## config.mk

```make
export PLATFORM = sky130hd
export DESIGN_NAME = gpio_filter_bank
export DESIGN_NICKNAME = d
export VERILOG_FILES = /design/src/rtl/gpio_filter_bank.sv
export SDC_FILE = /design/constraint.sdc
export NUM_CORES = 1
export LEC_CHECK = 0
export CAP_MARGIN = 40
export CORE_UTILIZATION = 40
export DETAILED_ROUTE_END_ITERATION = 7
export PLACE_DENSITY = 0.66
export SLEW_MARGIN = 40
export SYNTH_ARGS = -nofsm -noshare
export SYNTH_HDL_FRONTEND = slang
export SYNTH_SLANG_ARGS = --single-unit
```

## constraint.sdc

```tcl
create_clock -name clk_i -period 3.1 [get_ports clk_i]
set_clock_uncertainty 0.1 [all_clocks]
set_input_delay 0.465 -clock clk_i [delete_from_list [all_inputs] [get_ports clk_i]]
set_output_delay 0.465 -clock clk_i [all_outputs]
set_load 0.05 [all_outputs]
```

## src/rtl/gpio_filter_bank.sv

```systemverilog
// gpio_filter_bank: N-channel stability-counter debounce filter with
// rise/fall event pulses and sticky write-1-to-clear event status.
module gpio_filter_bank #(
    parameter int unsigned NumCh    = 8,
    parameter int unsigned CntWidth = 4,
    parameter bit          AsyncOn  = 1'b1
) (
    input  logic                      clk_i,
    input  logic                      rst_i,
    input  logic [NumCh-1:0]          enable_i,
    input  logic [NumCh-1:0]          filter_i,
    input  logic [NumCh*CntWidth-1:0] thresh_i,
    input  logic [NumCh-1:0]          rise_en_i,
    input  logic [NumCh-1:0]          fall_en_i,
    input  logic [NumCh-1:0]          evt_clr_i,
    output logic [NumCh-1:0]          filter_o,
    output logic [NumCh-1:0]          rise_o,
    output logic [NumCh-1:0]          fall_o,
    output logic [NumCh-1:0]          evt_status_o
);

    logic [NumCh-1:0] s;
    logic [NumCh-1:0] sample_q;
    logic [NumCh-1:0] stored_q;
    logic [NumCh-1:0] stored_d;
    logic [NumCh-1:0] out_q;
    logic [NumCh-1:0] status_q;
    logic [NumCh-1:0] status_d;

    if (AsyncOn) begin : g_sync
        logic [NumCh-1:0] sync1_q;
        logic [NumCh-1:0] sync2_q;

        always_ff @(posedge clk_i) begin
            if (rst_i) begin
                sync1_q <= '0;
                sync2_q <= '0;
            end else begin
                sync1_q <= filter_i;
                sync2_q <= sync1_q;
            end
        end

        assign s = sync2_q;
    end else begin : g_nosync
        assign s = filter_i;
    end

    for (genvar i = 0; i < NumCh; i++) begin : g_ch
        logic [CntWidth-1:0] thr;
        logic [CntWidth-1:0] ctr_q;
        logic [CntWidth-1:0] ctr_d;

        assign thr = thresh_i[i*CntWidth +: CntWidth];

        // Saturating compare uses >= so a lowered threshold fires at once.
        always_comb begin
            if (s[i] != sample_q[i]) begin
                ctr_d = '0;
            end else if (ctr_q >= thr) begin
                ctr_d = thr;
            end else begin
                ctr_d = ctr_q + 1'b1;
            end
        end

        always_ff @(posedge clk_i) begin
            if (rst_i) begin
                ctr_q <= '0;
            end else begin
                ctr_q <= ctr_d;
            end
        end

        assign stored_d[i] = (ctr_d == thr) ? s[i] : stored_q[i];
    end

    assign filter_o     = (enable_i & stored_q) | (~enable_i & s);
    assign rise_o       = filter_o & ~out_q;
    assign fall_o       = ~filter_o & out_q;
    assign evt_status_o = status_q;

    // A new event outranks a simultaneous clear.
    assign status_d = (status_q & ~evt_clr_i)
                    | (rise_o & rise_en_i)
                    | (fall_o & fall_en_i);

    always_ff @(posedge clk_i) begin
        if (rst_i) begin
            sample_q <= '0;
            stored_q <= '0;
            out_q    <= '0;
            status_q <= '0;
        end else begin
            sample_q <= s;
            stored_q <= stored_d;
            out_q    <= filter_o;
            status_q <= status_d;
        end
    end

endmodule

```

=== Word-level counts from Yosys, hierarchy flattened ===
Index checks and enable logic that the tools add are counted.

* Register bits after elaboration: 80
* Input bits: 74
* Output and inout port bits: 32
* Word-level logic and storage cells: 83

* Add/sub/neg operators: 8
* $lt $le $gt $ge: 8
* Eq/ne operators: 16
* Multiplexer cells: 16
* Bitwise operators: 14

{| class="wikitable"
|+ Operators by type and width
! kind !! number
|-
| 2-to-1 mux 4 bit || 16
|-
| bitwise AND 8 bit || 7
|-
| adder 4 x 1 -> 4 bit, second input constant || 8
|-
| equality test 4 bit || 8
|-
| greater-or-equal comparator 4 bit || 8
|-
| inverter 8 bit || 4
|-
| OR 8 bit || 3
|-
| inequality test 1 bit || 8
|}

=== Logic depth before layout (Yosys ltp) ===
Gate-level depths: netlist (run 1).

* Depth after elaboration: 7
* Depth in mapped cells: 8
* Gate-level depth less buffers: 8

=== Worst setup path after synthesis (run 1) ===
Ideal clock, no wire load.

* Path kind: input port to flip-flop
* From: input thresh_i[4]
* To: register stored_q[1]
* Library setup time: 0.121 ns
* Arrival: 1.821 ns
* Data required time: 2.879 ns
* Path slack: 1.057 ns
* Stages on the path: 7
* Path buffers: 0
* Cell sequence: ha_1 > nand2b_4 > a2111oi_4 > a21oi_2 > o21ai_2 > a21oi_1 > mux2_4

* Cells in the longest elaborated chain, start to end: 4

{| class="wikitable"
|+ Ends and longest elaborated chain
! what !! RTL line !! source
|-
| start: declaration || 12 || <nowiki>input logic [NumCh*CntWidth-1:0] thresh_i,</nowiki>
|-
| greater-or-equal comparator 4 bit || 60 || <nowiki>end else if (ctr_q >= thr) begin</nowiki>
|-
| 2-to-1 mux 4 bit || 60 ||
|-
| 2-to-1 mux 4 bit || 58 || <nowiki>if (s[i] != sample_q[i]) begin</nowiki>
|-
| equality test 4 bit * || 75 || <nowiki>assign stored_d[i] = (ctr_d == thr) ? s[i] : stored_q[i];</nowiki>
|-
| end signal: assignment || 96 || <nowiki>stored_q <= stored_d;</nowiki>
|-
| end: declaration || 24 || <nowiki>logic [NumCh-1:0] stored_q;</nowiki>
|}

Mark *: on every way between the ends. The rest lies on a longest branch, timed or not.
A chain may end at the register's enable or synchronous reset.

=== Final worst setup path (run 1) ===
* From: input enable_i[6]
* To: output filter_o[6]

* Cells in the longest elaborated chain, start to end: 3
* Elaborated cells between the ends (all ways): 4
* Classes of those cells: bitwise (4)

{| class="wikitable"
|+ Ends and longest elaborated chain
! what !! RTL line !! source
|-
| start: declaration || 10 || <nowiki>input logic [NumCh-1:0] enable_i,</nowiki>
|-
| inverter 8 bit || 78 || <nowiki>assign filter_o = (enable_i & stored_q) | (~enable_i & s);</nowiki>
|-
| bitwise AND 8 bit || 78 ||
|-
| OR 8 bit * || 78 ||
|-
| end: declaration || 16 || <nowiki>output logic [NumCh-1:0] filter_o,</nowiki>
|}

Marked as above.

==> results of run 1 <==
## registers in the layout, indices dropped and copies added (netlist names)
name	cells
stored_q	8
g_sync.sync1_q	8
g_sync.sync2_q	8
sample_q	8
g_ch.ctr_q	32
evt_status_o	8
out_q	8
## cells in the final DEF (no fill, tap or decap), types with 8 or more instances in the layout
cell type,n
mux2i_1,19
nand2_1,11
a31oi_1,8
xnor2_1,11
a21oi_1,36
dfxtp_1,80
a21oi_2,8
inv_1,50
nand2b_1,14
nor2b_1,32
nor3b_1,8
and2_1,8
buf_4,11
xor2_1,10
clkbuf_16,9
o221ai_1,8
clkdlybuf4s50_1,96
mux2_4,8
nor2_1,74
ha_1,40
## Yosys cell counts
cell and number:
a2111oi_4 5, a211oi_1 6, a21o_1 6, a21oi_1 36, a21oi_2 8, a21oi_4 3
a221o_1 3, a222oi_1 5, a31oi_1 8, and2_1 8, clkbuf_1 6, dfxtp_1 80
ha_1 40, inv_1 50, mux2_4 8, mux2i_1 19, nand2_1 11, nand2b_1 14
nand2b_4 5, nand3_1 5, nand3_2 3, nor2_1 74, nor2b_1 32, nor3b_1 8
nor4_1 3, o211ai_1 3, o21ai_1 5, o21ai_2 5, o221ai_1 8, o22ai_1 5
o41ai_1 5, or2_2 5, xnor2_1 11, xor2_1 10, xor2_2 3
## power by group
part	switching [W]	total, W	internal, W	leakage [nW]
sequential	0.000120	0.00127	0.00115	0.655
clock	0.000410	0.00113	0.000722	0.155
combinational	0.000601	0.00120	0.000596	1.87
## per-layer routing
metal  up-vias  wire length, um  global-route usage  share of wire
met5         -                0                   0              0
met4         0              151             0.07333          0.016
met3        12              525             0.03734          0.057
met2        97             4280              0.2835           0.46
met1      1752             4311              0.1986           0.47
li1       1982                -                   -              -
## cell type report
type                            count  area share
Inverter                           50     0.03049
Timing Repair Buffer              107      0.1695
Clock inverter                      5     0.01321
Sequential cell                    80      0.2602
Multi-Input combinational cell    370      0.4593
Tap cell                          140     0.02846
Clock buffer                       10     0.03882
## how the worst min path moves through the flow
stage	from	endpoint	cells after the start
finish	g_sync.sync1_q[0]$_SDFF_PP0_	g_sync.sync2_q[0]$_SDFF_PP0_	1
global placement	g_sync.sync1_q[0]$_SDFF_PP0_	g_sync.sync2_q[0]$_SDFF_PP0_	1
floorplan	g_sync.sync1_q[0]$_SDFF_PP0_	g_sync.sync2_q[0]$_SDFF_PP0_	1
detailed placement	g_sync.sync1_q[2]$_SDFF_PP0_	g_sync.sync2_q[2]$_SDFF_PP0_	1
CTS	g_sync.sync1_q[0]$_SDFF_PP0_	g_sync.sync2_q[0]$_SDFF_PP0_	1
global route	g_sync.sync1_q[0]$_SDFF_PP0_	g_sync.sync2_q[0]$_SDFF_PP0_	1
## through the flow
| step | hold WS (ns) | std cells | util | setup WS, ns | area, um^2 |
|---|---|---|---|---|---|
| 6_report | 0.3378 | 762 | 0.5557 | 0.3765 | 6156 |
| 5_1_grt | 0.3583 | 762 | 0.5557 | 0.2435 | 6156 |
| 4_1_cts | 0.3422 | 762 | 0.5555 | 0.3560 | 6153 |
| 3_5_place_dp | 0.3272 | 747 | 0.5265 | 0.3614 | 5833 |
| 3_3_place_gp | 0.3188 | 747 | 0.5265 | 0.4008 | 5833 |
| 2_1_floorplan | 0.3138 | 506 | - | 1.057 | 4639 |
## cells by family (layout without fill, tap and decap cells)
family                     count (synthesis)  after routing  synth area share
and+or+nand+nor                          168            168            0.1920
AOI/OAI and AO/OA                        111            111            0.1926
DFF                                       80             80            0.3452
buffers and inverters                     56            172           0.04531
adders and majority gates                 40             40            0.1079
muxes                                     27             27           0.06688
xor gates and xnor gates                  24             24           0.05016
## worst register-to-register path: cells and delay by family, from the launching register on
kind / cells / cell delay (ns)
compound gates: 4 / 0.75
flops: 1 / 0.43
mux: 1 / 0.30
fa+ha+maj: 1 / 0.27
simple gates: 1 / 0.15
buf+inv: 1 / 0.09
==> results.md, run 1 <==
* Status: finished, final reports clean
* Crit path from: enable_i[6]
* Fmax at 367.2 MHz
* Setup crit start kind: input pin
* RR Startpoint: g_ch[7].ctr_q[0]$_SDFF_PP0_
* PwrDens at 584.0 nW/um^2
* Clock-pin slew on the worst setup and hold paths at 0.06 ns
* Synth Net Count at 620
* Cell count after synthesis at 506
* Setup tns final at 0 ns
* CTS tree: done
* R2R setup slack at 0.91 ns
* Yosys top cell area share at 0.3452
* Die span in x at 109.7 um
* Die Ht at 109.7 um
* Half-perimeter wire length after detailed placement at 7092 um
* Layout cell share with drive strength beyond 1 at 0.1141
* Setup bufs post-CTS at 0
* Vias per inst at 5.043
* Area of the multi-input gates at 2828 um^2
* Mapped Avg Cell Area at 9.169 um^2
* Final setup fails at 0
* Grt total ovfl at 0
* Antenna viol nets, final at 0
* Number of synthesized register bits at 80
* DR iter-0 viols at 116
* Post-synth top area cell: dfxtp_1
* Initial Util at 0.4188
* Initial antenna violation count at 0
* Critical-path cell list: clkdlybuf4s50_1 > mux2i_1 > inv_1 > clkdlybuf4s50_1
* IO Pins at 106
* Post-synthesis cell area at 4639 um^2
* Num CTS Buffers at 9
* Slew Limit Fails at 0
* Drt total wl at 9268 um
* Peak VDD IR at 289.7 uV
* Crit path arrival time at 2.16 ns
* Reg2reg path depth at 8
* DRT Pass-1 Iters at 4
* DR DRC count at 0
* Clock root buffer: clkbuf_16
* Final Hold Viols at 0
* Most frequent cell on the critical path: clkdlybuf4s50_1
* Slew @ Worst Pin at 0.5093 ns
* Crit path time final at 2.723 ns
* Routed vias at 3843
* Post-CTS resize count at 0
* Hold crit path type: reg -> reg
* H-Tree Depth at 3
* Number of global-route vias before repair at 3733
* Slew headroom at 0.6594
* Crit path depth at 4
* RSZ-0062 raised after global routing: no
* FF+latch area at 1602 um^2
* Largest net degree at the start of global routing at 43
* Crit-path slowest cell: clkdlybuf4s50_1
* Leakage Power at 2.683 nW
* Largest driver fanout on the critical path at 6
* Max cap viols at 0
* Max incr delay on CP at 0.71 ns
* Final Cycle Share at 0.8785
* CP required at 2.53 ns
* Core area at 11080 um^2
* Worst setup EP type: output port
* CTS Hold Bufs at 0
* Net count, final at 732
* Critical path's top delay family: buffers and inverters
* CTS Buffer Depth at 2
* Crit Path Category: in -> out
* Routed len/inst at 12.16 um
* Clk_lat worst skew at 0.33 ns
* Synth top area cells: dfxtp_1 35%, ha_1 11%, nor2_1 6.0%, nor2b_1 4.3%, mux2i_1 4.1%
* Crit path buffers/inverters at 3
* IO buf count at 105
* Synth cell types at 35
* Die area at 12030 um^2
* First-pass GRT wire length at 15910 um
* Crit path to: filter_o[6]
* Ant diodes at 0
* Final Power at 0.003595 W
* Yosys Warn Count at 0
* Row Count at 38
* Total GRT Usage at 0.1659
* R2r endpoint: stored_q[7]$_SDFFE_PP0N_
* # fillers at 1026
* RD Place Congestion at 0.8394
* Sequential share of the synthesized area at 0.3452
* Area growth from synthesis to layout at 32.69%
* Clock sinks at 80
Power figures use the tool's default switching activity.
==> inputs of run 2 (changes only) <==
Settings changed: CAP_MARGIN 40 to 20.
==> results of run 2 <==
No change in the layout: final DEF, timing and power equal those of run 1.
==> inputs of run 3 (changes only) <==
Settings changed: PLACE_DENSITY 0.66 to 0.69.
Clock period 3.1 ns to 2.4 ns, I/O delays scaled along.
==> run 3 against run 2 <==
Effect of this change:
- routed wire length grew 4.5%
- die area is the same
- final area grew 5.5%
- register-to-register slack lost 0.60 ns
- clock power grew 29%
- count of clock-buffer cells in the layout grew 2
- via count grew 3.5%
- global-route usage grew 0.61 points
- critical path depth is the same
- worst setup slack lost 0.069 ns
- critical endpoint is now fall_o[1]
==> results.md, run 3 (synthesis results as in run 1) <==
* First-pass GRT wire length at 16370 um (+2.9%)
* Worst hold slack at 0.3348 ns (-0.002946 ns)
* Max reg flops at 32 (unchanged)
* RD Place Congestion at 0.8626 (+2.8%)
* Ant diodes at 0 (unchanged)
* Commonest non-fill, non-tap cells in the layout: 80 x dfxtp_1, 80 x clkdlybuf4s50_1, 74 x nor2_1, 53 x buf_4, 50 x inv_1
* Leakage Power at 2.916 nW (+8.7%)
* RSZ-0062 raised after global routing: no
* DR iter-0 viols at 179 (+54%)
* Crit path arrival time at 1.63 ns (-0.53 ns)
* Routed len/inst at 12.14 um (-0.23%)
* Crit path time final at 2.093 ns
* DRT Pass-1 Iters at 4 (unchanged)
* Fin cells at 798 (+4.7%)
* Hold crit path type: reg -> reg
* CTS tree: done
* Largest driver fanout on the critical path at 6 (unchanged)
* Crit Path Category: in -> out
* PwrDens at 732.6 nW/um^2 (+25%)
* Die Ht at 109.7 um (unchanged)
* Initial Util at 0.4188 (unchanged)
* Slew headroom at 0.6611 (+0.001739)
* Worst setup EP type: output port
* Slew @ Worst Pin at 0.5067 ns (-0.002601 ns)
* Fmax at 477.8 MHz
* Routed vias at 3977 (+3.5%)
* Initial antenna violation count at 0 (unchanged)
* Die span in x at 109.7 um (unchanged)
* Clock root buffer: clkbuf_16
* Clk_lat worst skew at 0.33 ns (about the same)
* IO Pins at 106 (unchanged)
* Final Cycle Share at 0.8720
* Final Power at 0.004760 W (+32%)
* Core area at 11080 um^2 (unchanged)
* Vias per inst at 4.984 (-1.2%)
* Antenna viol nets, final at 0 (unchanged)
* CTS Hold Bufs at 0 (unchanged)
* Final setup fails at 0 (unchanged)
* Largest net degree at the start of global routing at 57 (+33%)
* Grt total ovfl at 0 (unchanged)
* Row Count at 38 (unchanged)
* Drt total wl at 9684 um (+4.5%)
* CP required at 1.94 ns (-0.59 ns)
* H-Tree Depth at 3 (unchanged)
* Number of global-route vias before repair at 3931 (+5.3%)
* DR DRC count at 0 (unchanged)
* CTS Buffer Depth at 2 (unchanged)
* Setup crit start kind: input pin
* Post-CTS resize count at 0 (unchanged)
* Num CTS Buffers at 9 (unchanged)
* Area growth from synthesis to layout at 40.05%
* Layout cell share with drive strength beyond 1 at 0.1854 (+0.07126)
* Die area at 12030 um^2 (unchanged)
* Clock-pin slew on the worst setup and hold paths at 0.06 ns (about the same)
* IO buf count at 105 (unchanged)
* Smallest setup slack after layout at 0.3071 ns (-0.06942 ns)
* Top reg by flops: g_ch.ctr_q
* Status: finished, final reports clean
* Slew Limit Fails at 0 (unchanged)
* Final Hold Viols at 0 (unchanged)
* Half-perimeter wire length after detailed placement at 7496 um (+5.7%)
* Net count, final at 768 (+4.9%)
* Cells after DPL at 783 (+4.8%)
* Peak VDD IR at 502.8 uV (+74%)
* Clock sinks at 80 (unchanged)
* Setup bufs post-CTS at 0 (unchanged)
* Setup WS pre-CTS at -0.03056 ns (-0.3920 ns)
* Max cap viols at 0 (unchanged)
* Total GRT Usage at 0.1720 (+0.006117)
-- run 3: cell count changes in the layout (fill, tap and decap cells not counted), sizes merged --
| cell | before | now |
|---|---|---|
| clkinv | 2 | 1 |
| buf | 11 | 63 |
| clkinvlp | 1 | 0 |
| clkdlybuf4s50 | 96 | 80 |
| clkbuf | 10 | 12 |
-- run 3: where the power goes --
| group | internal (W) | total, W | switching, W |
|---|---|---|---|
| Combinational | 0.000863 | 0.00167 | 0.000805 |
| Clock | 0.000960 | 0.00146 | 0.000500 |
| Sequential | 0.00148 | 0.00163 | 0.000153 |
| Total | 0.00330 | 0.00476 | 0.00146 |
-- run 3: path summary, 6_finish.rpt --
path                                     start                            to  slack, ns  cells after the start
hold reg to reg   g_sync.sync1_q[0]$_SDFF_PP0_  g_sync.sync2_q[0]$_SDFF_PP0_       0.33                      1
setup / recovery                   enable_i[1]                     fall_o[1]       0.31                      4
setup reg to reg   g_ch[4].ctr_q[0]$_SDFF_PP0_      stored_q[4]$_SDFFE_PP0N_       0.31                      8
hold / removal    g_sync.sync1_q[0]$_SDFF_PP0_  g_sync.sync2_q[0]$_SDFF_PP0_       0.33                      1
-- run 3: final cells by class --
class | count | area, um^2
Fill cell | 972 | 4581
Multi-Input combinational cell | 370 | 2828
Sequential cell | 80 | 1602
Timing Repair Buffer | 143 | 1384
Clock buffer | 12 | 256.5
Inverter | 50 | 187.7
Tap cell | 140 | 175.2
Clock inverter | 3 | 65.06
-- run 3: through the flow --
stage                     area (um^2)  TNS (ns)  utilization
after global placement           6176         0       0.5575
after detailed placement         6176  -0.08182       0.5575
after CTS                        6497         0       0.5865
after global routing             6497         0       0.5865
after floorplan                  4639         0            -
final                            6497         0       0.5865
-- run 3: critical path, stage by stage --
cell and delay, ns:
clkdlybuf4s50_1 0.47, mux2i_1 0.41, and2_1 0.24, buf_12 0.15
-- run 3: layer usage --
layer / vias to the layer above / track usage / routed length (um)
li1: 2054 / - / -
met4: 0 / 0.05048 / 149
met5: - / 0 / 0
met2: 105 / 0.3001 / 4647
met3: 15 / 0.06758 / 640
met1: 1803 / 0.1929 / 4247
